### src/rtl/kg_regfile_pkg.sv
`default_nettype none
// ============================================================================
// kg_regfile_pkg : register map, response codes and byte-strobe merge helper
//                  shared by axil_kg_ctrl_regs.
// Revision       : 1.0
// ============================================================================
package kg_regfile_pkg;

  // Word indices, decoded from addr[7:2]
  localparam logic [5:0] KG_REG_ADDRESS       = 6'h00;
  localparam logic [5:0] KG_REG_ADDRESS_VALID = 6'h01;
  localparam logic [5:0] KG_REG_DATA          = 6'h02;
  localparam logic [5:0] KG_REG_DATA_VALID    = 6'h03;
  localparam logic [5:0] KG_REG_ID            = 6'h04;
  localparam logic [5:0] KG_REG_SCRATCH       = 6'h05;

  localparam logic [1:0] RESP_OKAY   = 2'b00;
  localparam logic [1:0] RESP_SLVERR = 2'b10;

  function automatic logic [31:0] strb_merge(
    input logic [31:0] old_val,
    input logic [31:0] new_val,
    input logic [3:0]  strb
  );
    logic [31:0] merged;
    merged = old_val;
    for (int i = 0; i < 4; i++) begin
      if (strb[i]) merged[8*i +: 8] = new_val[8*i +: 8];
    end
    return merged;
  endfunction

endpackage
`default_nettype wire

### src/rtl/axil_kg_ctrl_regs.sv
`default_nettype none
// ============================================================================
// axil_kg_ctrl_regs : AXI4-Lite register file driving the Kugelblitz per-port
//                     byte-override controls. Optional macro
//                     KG_REGFILE_SLVERR_EN enables SLVERR on unmapped/RO writes.
// Revision          : 1.0
// ============================================================================
module axil_kg_ctrl_regs
  import kg_regfile_pkg::*;
#(
  parameter int          DATA_WIDTH = 32,
  parameter int          ADDR_WIDTH = 32,
  parameter int          STRB_WIDTH = DATA_WIDTH / 8,
  parameter logic [31:0] ID_VALUE   = 32'h4B47_0001
) (
  input  logic                  clk,
  input  logic                  rst_n,
  input  logic [ADDR_WIDTH-1:0] s_axil_awaddr,
  input  logic [2:0]            s_axil_awprot,
  input  logic                  s_axil_awvalid,
  output logic                  s_axil_awready,
  input  logic [DATA_WIDTH-1:0] s_axil_wdata,
  input  logic [STRB_WIDTH-1:0] s_axil_wstrb,
  input  logic                  s_axil_wvalid,
  output logic                  s_axil_wready,
  output logic [1:0]            s_axil_bresp,
  output logic                  s_axil_bvalid,
  input  logic                  s_axil_bready,
  input  logic [ADDR_WIDTH-1:0] s_axil_araddr,
  input  logic [2:0]            s_axil_arprot,
  input  logic                  s_axil_arvalid,
  output logic                  s_axil_arready,
  output logic [DATA_WIDTH-1:0] s_axil_rdata,
  output logic [1:0]            s_axil_rresp,
  output logic                  s_axil_rvalid,
  input  logic                  s_axil_rready,
  output logic [DATA_WIDTH-1:0] kg_address,
  output logic [DATA_WIDTH-1:0] kg_address_valid,
  output logic [DATA_WIDTH-1:0] kg_data,
  output logic [DATA_WIDTH-1:0] kg_data_valid
);

  generate
    if (DATA_WIDTH != 32) begin : g_bad_data_width
      $error("axil_kg_ctrl_regs: DATA_WIDTH must be 32");
    end
    if (ADDR_WIDTH < 8) begin : g_bad_addr_width
      $error("axil_kg_ctrl_regs: ADDR_WIDTH must be >= 8");
    end
    if (STRB_WIDTH != DATA_WIDTH / 8) begin : g_bad_strb_width
      $error("axil_kg_ctrl_regs: STRB_WIDTH must equal DATA_WIDTH/8");
    end
  endgenerate

  logic [DATA_WIDTH-1:0] r_address;
  logic [DATA_WIDTH-1:0] r_address_valid;
  logic [DATA_WIDTH-1:0] r_data;
  logic [DATA_WIDTH-1:0] r_data_valid;
  logic [DATA_WIDTH-1:0] r_scratch;

  logic                  r_bvalid;
  logic [1:0]            r_bresp;
  logic                  r_rvalid;
  logic [1:0]            r_rresp;
  logic [DATA_WIDTH-1:0] r_rdata;

  logic                  w_wr_fire;
  logic                  w_rd_fire;
  logic [5:0]            w_wr_idx;
  logic [5:0]            w_rd_idx;
  logic [DATA_WIDTH-1:0] w_rd_word;
  logic                  w_rd_map;
  logic [1:0]            w_bresp_next;
  logic [1:0]            w_rresp_next;
  logic                  w_unused;

  // Ready is combinational so a write/read can complete every second cycle.
  assign w_wr_fire = s_axil_awvalid & s_axil_wvalid & ~r_bvalid;
  assign w_rd_fire = s_axil_arvalid & ~r_rvalid;
  assign w_wr_idx  = s_axil_awaddr[7:2];
  assign w_rd_idx  = s_axil_araddr[7:2];

  always_comb begin
    w_rd_word = '0;
    w_rd_map  = 1'b1;
    case (w_rd_idx)
      KG_REG_ADDRESS:       w_rd_word = r_address;
      KG_REG_ADDRESS_VALID: w_rd_word = r_address_valid;
      KG_REG_DATA:          w_rd_word = r_data;
      KG_REG_DATA_VALID:    w_rd_word = r_data_valid;
      KG_REG_ID:            w_rd_word = ID_VALUE;
      KG_REG_SCRATCH:       w_rd_word = r_scratch;
      default:              w_rd_map  = 1'b0;
    endcase
  end

`ifdef KG_REGFILE_SLVERR_EN
  logic w_wr_ok;
  assign w_wr_ok      = (w_wr_idx <= KG_REG_SCRATCH) && (w_wr_idx != KG_REG_ID);
  assign w_bresp_next = w_wr_ok  ? RESP_OKAY : RESP_SLVERR;
  assign w_rresp_next = w_rd_map ? RESP_OKAY : RESP_SLVERR;
  assign w_unused     = ^{s_axil_awprot, s_axil_arprot, s_axil_awaddr, s_axil_araddr};
`else
  assign w_bresp_next = RESP_OKAY;
  assign w_rresp_next = RESP_OKAY;
  assign w_unused     = ^{s_axil_awprot, s_axil_arprot, s_axil_awaddr, s_axil_araddr, w_rd_map};
`endif

  always_ff @(posedge clk or negedge rst_n) begin
    if (!rst_n) begin
      r_address       <= '0;
      r_address_valid <= '0;
      r_data          <= '0;
      r_data_valid    <= '0;
      r_scratch       <= '0;
    end else if (w_wr_fire) begin
      case (w_wr_idx)
        KG_REG_ADDRESS:       r_address       <= strb_merge(r_address,       s_axil_wdata, s_axil_wstrb);
        KG_REG_ADDRESS_VALID: r_address_valid <= strb_merge(r_address_valid, s_axil_wdata, s_axil_wstrb);
        KG_REG_DATA:          r_data          <= strb_merge(r_data,          s_axil_wdata, s_axil_wstrb);
        KG_REG_DATA_VALID:    r_data_valid    <= strb_merge(r_data_valid,    s_axil_wdata, s_axil_wstrb);
        KG_REG_SCRATCH:       r_scratch       <= strb_merge(r_scratch,       s_axil_wdata, s_axil_wstrb);
        default: ;
      endcase
    end
  end

  always_ff @(posedge clk or negedge rst_n) begin
    if (!rst_n) begin
      r_bvalid <= 1'b0;
      r_bresp  <= RESP_OKAY;
    end else if (w_wr_fire) begin
      r_bvalid <= 1'b1;
      r_bresp  <= w_bresp_next;
    end else if (s_axil_bready) begin
      r_bvalid <= 1'b0;
    end
  end

  // Read data is sampled from the pre-write register state, so a colliding
  // same-cycle write is not visible to the read.
  always_ff @(posedge clk or negedge rst_n) begin
    if (!rst_n) begin
      r_rvalid <= 1'b0;
      r_rresp  <= RESP_OKAY;
      r_rdata  <= '0;
    end else if (w_rd_fire) begin
      r_rvalid <= 1'b1;
      r_rresp  <= w_rresp_next;
      r_rdata  <= w_rd_word;
    end else if (s_axil_rready) begin
      r_rvalid <= 1'b0;
    end
  end

  assign s_axil_awready   = w_wr_fire;
  assign s_axil_wready    = w_wr_fire;
  assign s_axil_bvalid    = r_bvalid;
  assign s_axil_bresp     = r_bresp;
  assign s_axil_arready   = w_rd_fire;
  assign s_axil_rvalid    = r_rvalid;
  assign s_axil_rresp     = r_rresp;
  assign s_axil_rdata     = r_rdata;
  assign kg_address       = r_address;
  assign kg_address_valid = r_address_valid;
  assign kg_data          = r_data;
  assign kg_data_valid    = r_data_valid;

endmodule
`default_nettype wire

### config.mk
export PLATFORM = sky130hd
export DESIGN_NAME = axil_kg_ctrl_regs
export DESIGN_NICKNAME = d
export VERILOG_FILES = /design/src/rtl/kg_regfile_pkg.sv /design/src/rtl/axil_kg_ctrl_regs.sv
export SDC_FILE = /design/constraint.sdc
export NUM_CORES = 1
export LEC_CHECK = 0
export ABC_AREA = 1
export BUFFER_PORTS_ARGS = -buffer_cell sky130_fd_sc_hd__buf_2
export CORE_MARGIN = 4
export CORE_UTILIZATION = 50
export DETAILED_ROUTE_END_ITERATION = 12
export PLACE_DENSITY_LB_ADDON = 0.1
export SLEW_MARGIN = 20
export SYNTH_ARGS = -nofsm -noshare
export SYNTH_HDL_FRONTEND = slang
export SYNTH_SLANG_ARGS = --single-unit
export TNS_END_PERCENT = 30
### constraint.sdc
create_clock -name clk -period 4.3 [get_ports clk]
set_clock_uncertainty 0.1 [all_clocks]
set_input_delay 0.43 -clock clk [delete_from_list [all_inputs] [get_ports clk]]
set_output_delay 0.43 -clock clk [all_outputs]
set_load 0.02 [all_outputs]
==> reports/qor.csv <==
stage,metric,value,unit
final_layout,layout cells sized above 1,31.5,%
final_layout,fin nets,1303,
synthesis,Syn. warnings,0,
final_layout,P&R area growth vs syn,19.5,%
floorplanning,area of the die,0.0203,mm2
place,GP Congestion,0.793,
detailed_routing,Initial DRC Count,521,
detailed_routing,Vias,7729,
detailed_routing,DRC violations left,0,
grt,first-pass GRT wire length,41200,um
grt,number of global-route vias before repair,7462,
detailed_routing,drt total wl,26000,um
power,Comb pwr share,12.9,%
grt,largest net degree at the start of global routing,115,
sta,Worst slew margin,28.2,%
power,Final Power,4.20,mW
sta,RSZ-0062 raised after global routing,no,
synthesis,Synth Instances,999,
detailed_routing,DR WL/cell,18.2,um
sta,WHS,-0.00366,ns
power,cell internal pwr,3.02,mW
grt,antenna violations before repair,1,
outcome,status,"finished, violations left",
detailed_routing,drt pass-1 iters,5,
power,Flop pwr share,47.8,%
cts,# hold bufs at CTS,0,
sta,Fin Setup TNS,0,ns
run,MaxCap Viol Count,0,
synthesis,number of flops mapped to enable cells by yosys,0,
sta,final setup margin,2.17,ns
floorplanning,initial core utilization,51.7,%
critical_path,WS Path Type,flip-flop to flip-flop,
place,count of input and output buffers,219,
cts,clock slew at reported path FFs,0.07,ns
cts,cts repair resizes,0,
sta,post-layout min period,2.13,ns
power,Power Dens Cells,388,mW/mm2
power,Max VDD drop,0.297,mV
detailed_routing,DRT antenna net count,0,
sta,period utilization,49.6,%
critical_path,CP endpoint kind,flip-flop,
synthesis,Post-synth ARST share,100,%
floorplanning,die width,143,um
synthesis,Mean Syn Cell Area,9.07,um2
power,Clock power frac,39.3,%
synthesis,dominant synthesized flop cell,dfrtp_1,
synthesis,Synth Cell Area,0.00906,mm2
sta,Setup Viol. Count Final,0,
outcome,violated checks,hold timing,
synthesis,sequential area share after synthesis,53.6,%
critical_path,critical path peak fanout,28,
synthesis,number of synthesized register bits,194,
cts,Root Buffer,clkbuf_16,
critical_path,Critical Path RT,4.52,ns
synthesis,Unique masters post-synth,25,
floorplanning,core area,0.0175,mm2
critical_path,cell count of the worst reg-to-reg path,6,
place,pre-CTS setup slack,1.94,ns
floorplanning,IO Pins,282,
sta,"Hold Violations, Final",1,
cts,Skew-Pair Late Insertion Delay,0.44,ns
cts,Post-CTS Setup Inserts,0,
cts,CTS tree,yes,
cts,total number of clock tree sinks,194,
place,dpl hpwl,16800,um
hold_path,Hold/Removal Path Class,input port to async pin,
critical_path,worst reg-to-reg setup slack,2.17,ns
cts,H-tree depth,4,
sta,Max Freq,469,MHz
critical_path,WP data arrival,2.36,ns
floorplanning,die height,143,um
power,Psw,1.18,mW
power,Sw Share,28.1,%
detailed_routing,routed vias/inst,5.41,
grt,GR Util All Layers,26.0,%
cts,CTS max path bufs,2,
final_layout,FILL cells,1608,
sta,Worst Max-Slew Pin Slew,1.07,ns
cts,CTS buffer count,17,
power,static leakage,6.08,nW
sta,Final Max Slew Viols,0,
critical_path,Startpoint Class,flip-flop,
grt,aggregate global routing overflow,0,
floorplanning,# rows,48,
flip-flops by register name, summed over array words and instances, names as in the netlist:
register / flops
kg_address: 32
kg_address_valid: 32
kg_data: 32
kg_data_valid: 32
r_scratch: 32
s_axil_rdata: 32
s_axil_bvalid: 1
s_axil_rvalid: 1
synth_stat cells (2+ instances only):
cell type | n | area share (%)
clkinv_1 | 2 | 0.083
nand4_1 | 46 | 3.2
nand4_4 | 3 | 0.70
nor2_4 | 14 | 1.7
o21bai_1 | 23 | 1.9
buf_2 | 16 | 0.88
inv_1 | 45 | 1.9
buf_4 | 5 | 0.41
nand3_1 | 84 | 4.6
dfrtp_1 | 194 | 54
buf_1 | 8 | 0.33
nand2_1 | 200 | 8.3
inv_2 | 6 | 0.25
nor2_1 | 132 | 5.5
o21ai_2 | 64 | 6.2
nor3_4 | 2 | 0.36
clkbuf_1 | 17 | 0.70
nand2_4 | 8 | 0.99
buf_6 | 12 | 1.5
o21ai_0 | 2 | 0.11
nand2_2 | 17 | 1.2
a21oi_1 | 96 | 5.3
cell type report:
class / count / area [um2] / share of cell area, %
Sequential cell: 194 / 4850 / 44.9
Multi-Input combinational cell: 696 / 3710 / 34.3
Clock inverter: 13 / 173 / 1.60
Tap cell: 225 / 282 / 2.60
Antenna cell: 1 / 2.50 / 0.0231
Timing Repair Buffer: 227 / 1160 / 10.8
Inverter: 54 / 205 / 1.90
Clock buffer: 19 / 433 / 4.00
cells in the final DEF, fill, tap and decap left out, types with 4 or more instances in the layout:
| cell type | n |
|---|---|
| buf_2 | 218 |
| buf_4 | 8 |
| a21oi_1 | 96 |
| dfrtp_1 | 194 |
| inv_1 | 45 |
| nand4_1 | 46 |
| nand3_1 | 84 |
| nor2_1 | 126 |
| nand2_4 | 8 |
| o21ai_2 | 64 |
| inv_6 | 4 |
| conb_1 | 4 |
| nand2_1 | 200 |
| o21bai_1 | 23 |
| clkbuf_16 | 17 |
| inv_2 | 6 |
| nor2_4 | 20 |
| nand2_2 | 17 |
worst max-delay path: stages, from the launching register on:
cell      delay [ns]
dfrtp_1         0.36
nor2_1          0.05
buf_4           0.19
inv_1           0.73
buf_4           0.38
o21bai_1        0.14
nand2_1         0.06
power by group through the flow:
| stage | logic, mW | registers, mW | clock network, mW |
|---|---|---|---|
| floorplan | 0.212 | 2.14 | 0 |
| global placement | 0.535 | 2.04 | 0 |
| detailed placement | 0.545 | 2.04 | 0 |
| CTS | 0.546 | 2.01 | 1.67 |
| global route | 0.592 | 2.02 | 1.75 |
| finish | 0.540 | 2.01 | 1.65 |
layer usage:
layer	track usage [%]	wire length (um)
met5	0	13
met4	7.25	382
met1	36.1	11200
met3	6.59	2090
met2	41.0	12300
logic make-up after synthesis:
family	after synthesis	synth area share, %
simple gates	507	26.8
flops	194	53.6
compound gates	185	13.5
buf+inv	112	6.09
other cells	1	0.0414
metrics by stage:
stage / cells / area [um2] / utilization [%]
CTS: 1428 / 10800 / 61.7
global route: 1428 / 10800 / 61.7
finish: 1429 / 10800 / 61.7
global placement: 1396 / 10200 / 58.2
floorplan: 1002 / 9070 / -
detailed placement: 1396 / 10200 / 58.2
worst paths after layout:
| path | start | end |
|---|---|---|
| min in group clk | s_axil_bready | s_axil_bvalid$_DFFE_PN0P_ |
| worst min register to register | s_axil_rdata[11]$_DFFE_PN0P_ | s_axil_rdata[11]$_DFFE_PN0P_ |
| max in group asynchronous | rst_n | s_axil_rdata[28]$_DFFE_PN0P_ |
| worst min-delay path | rst_n | kg_address_valid[23]$_DFFE_PN0P_ |
| worst max-delay path | s_axil_rvalid$_DFFE_PN0P_ | s_axil_rdata[20]$_DFFE_PN0P_ |
| worst max register to register | s_axil_rvalid$_DFFE_PN0P_ | s_axil_rdata[20]$_DFFE_PN0P_ |
Note: power is estimated with default switching activity, not from simulation.
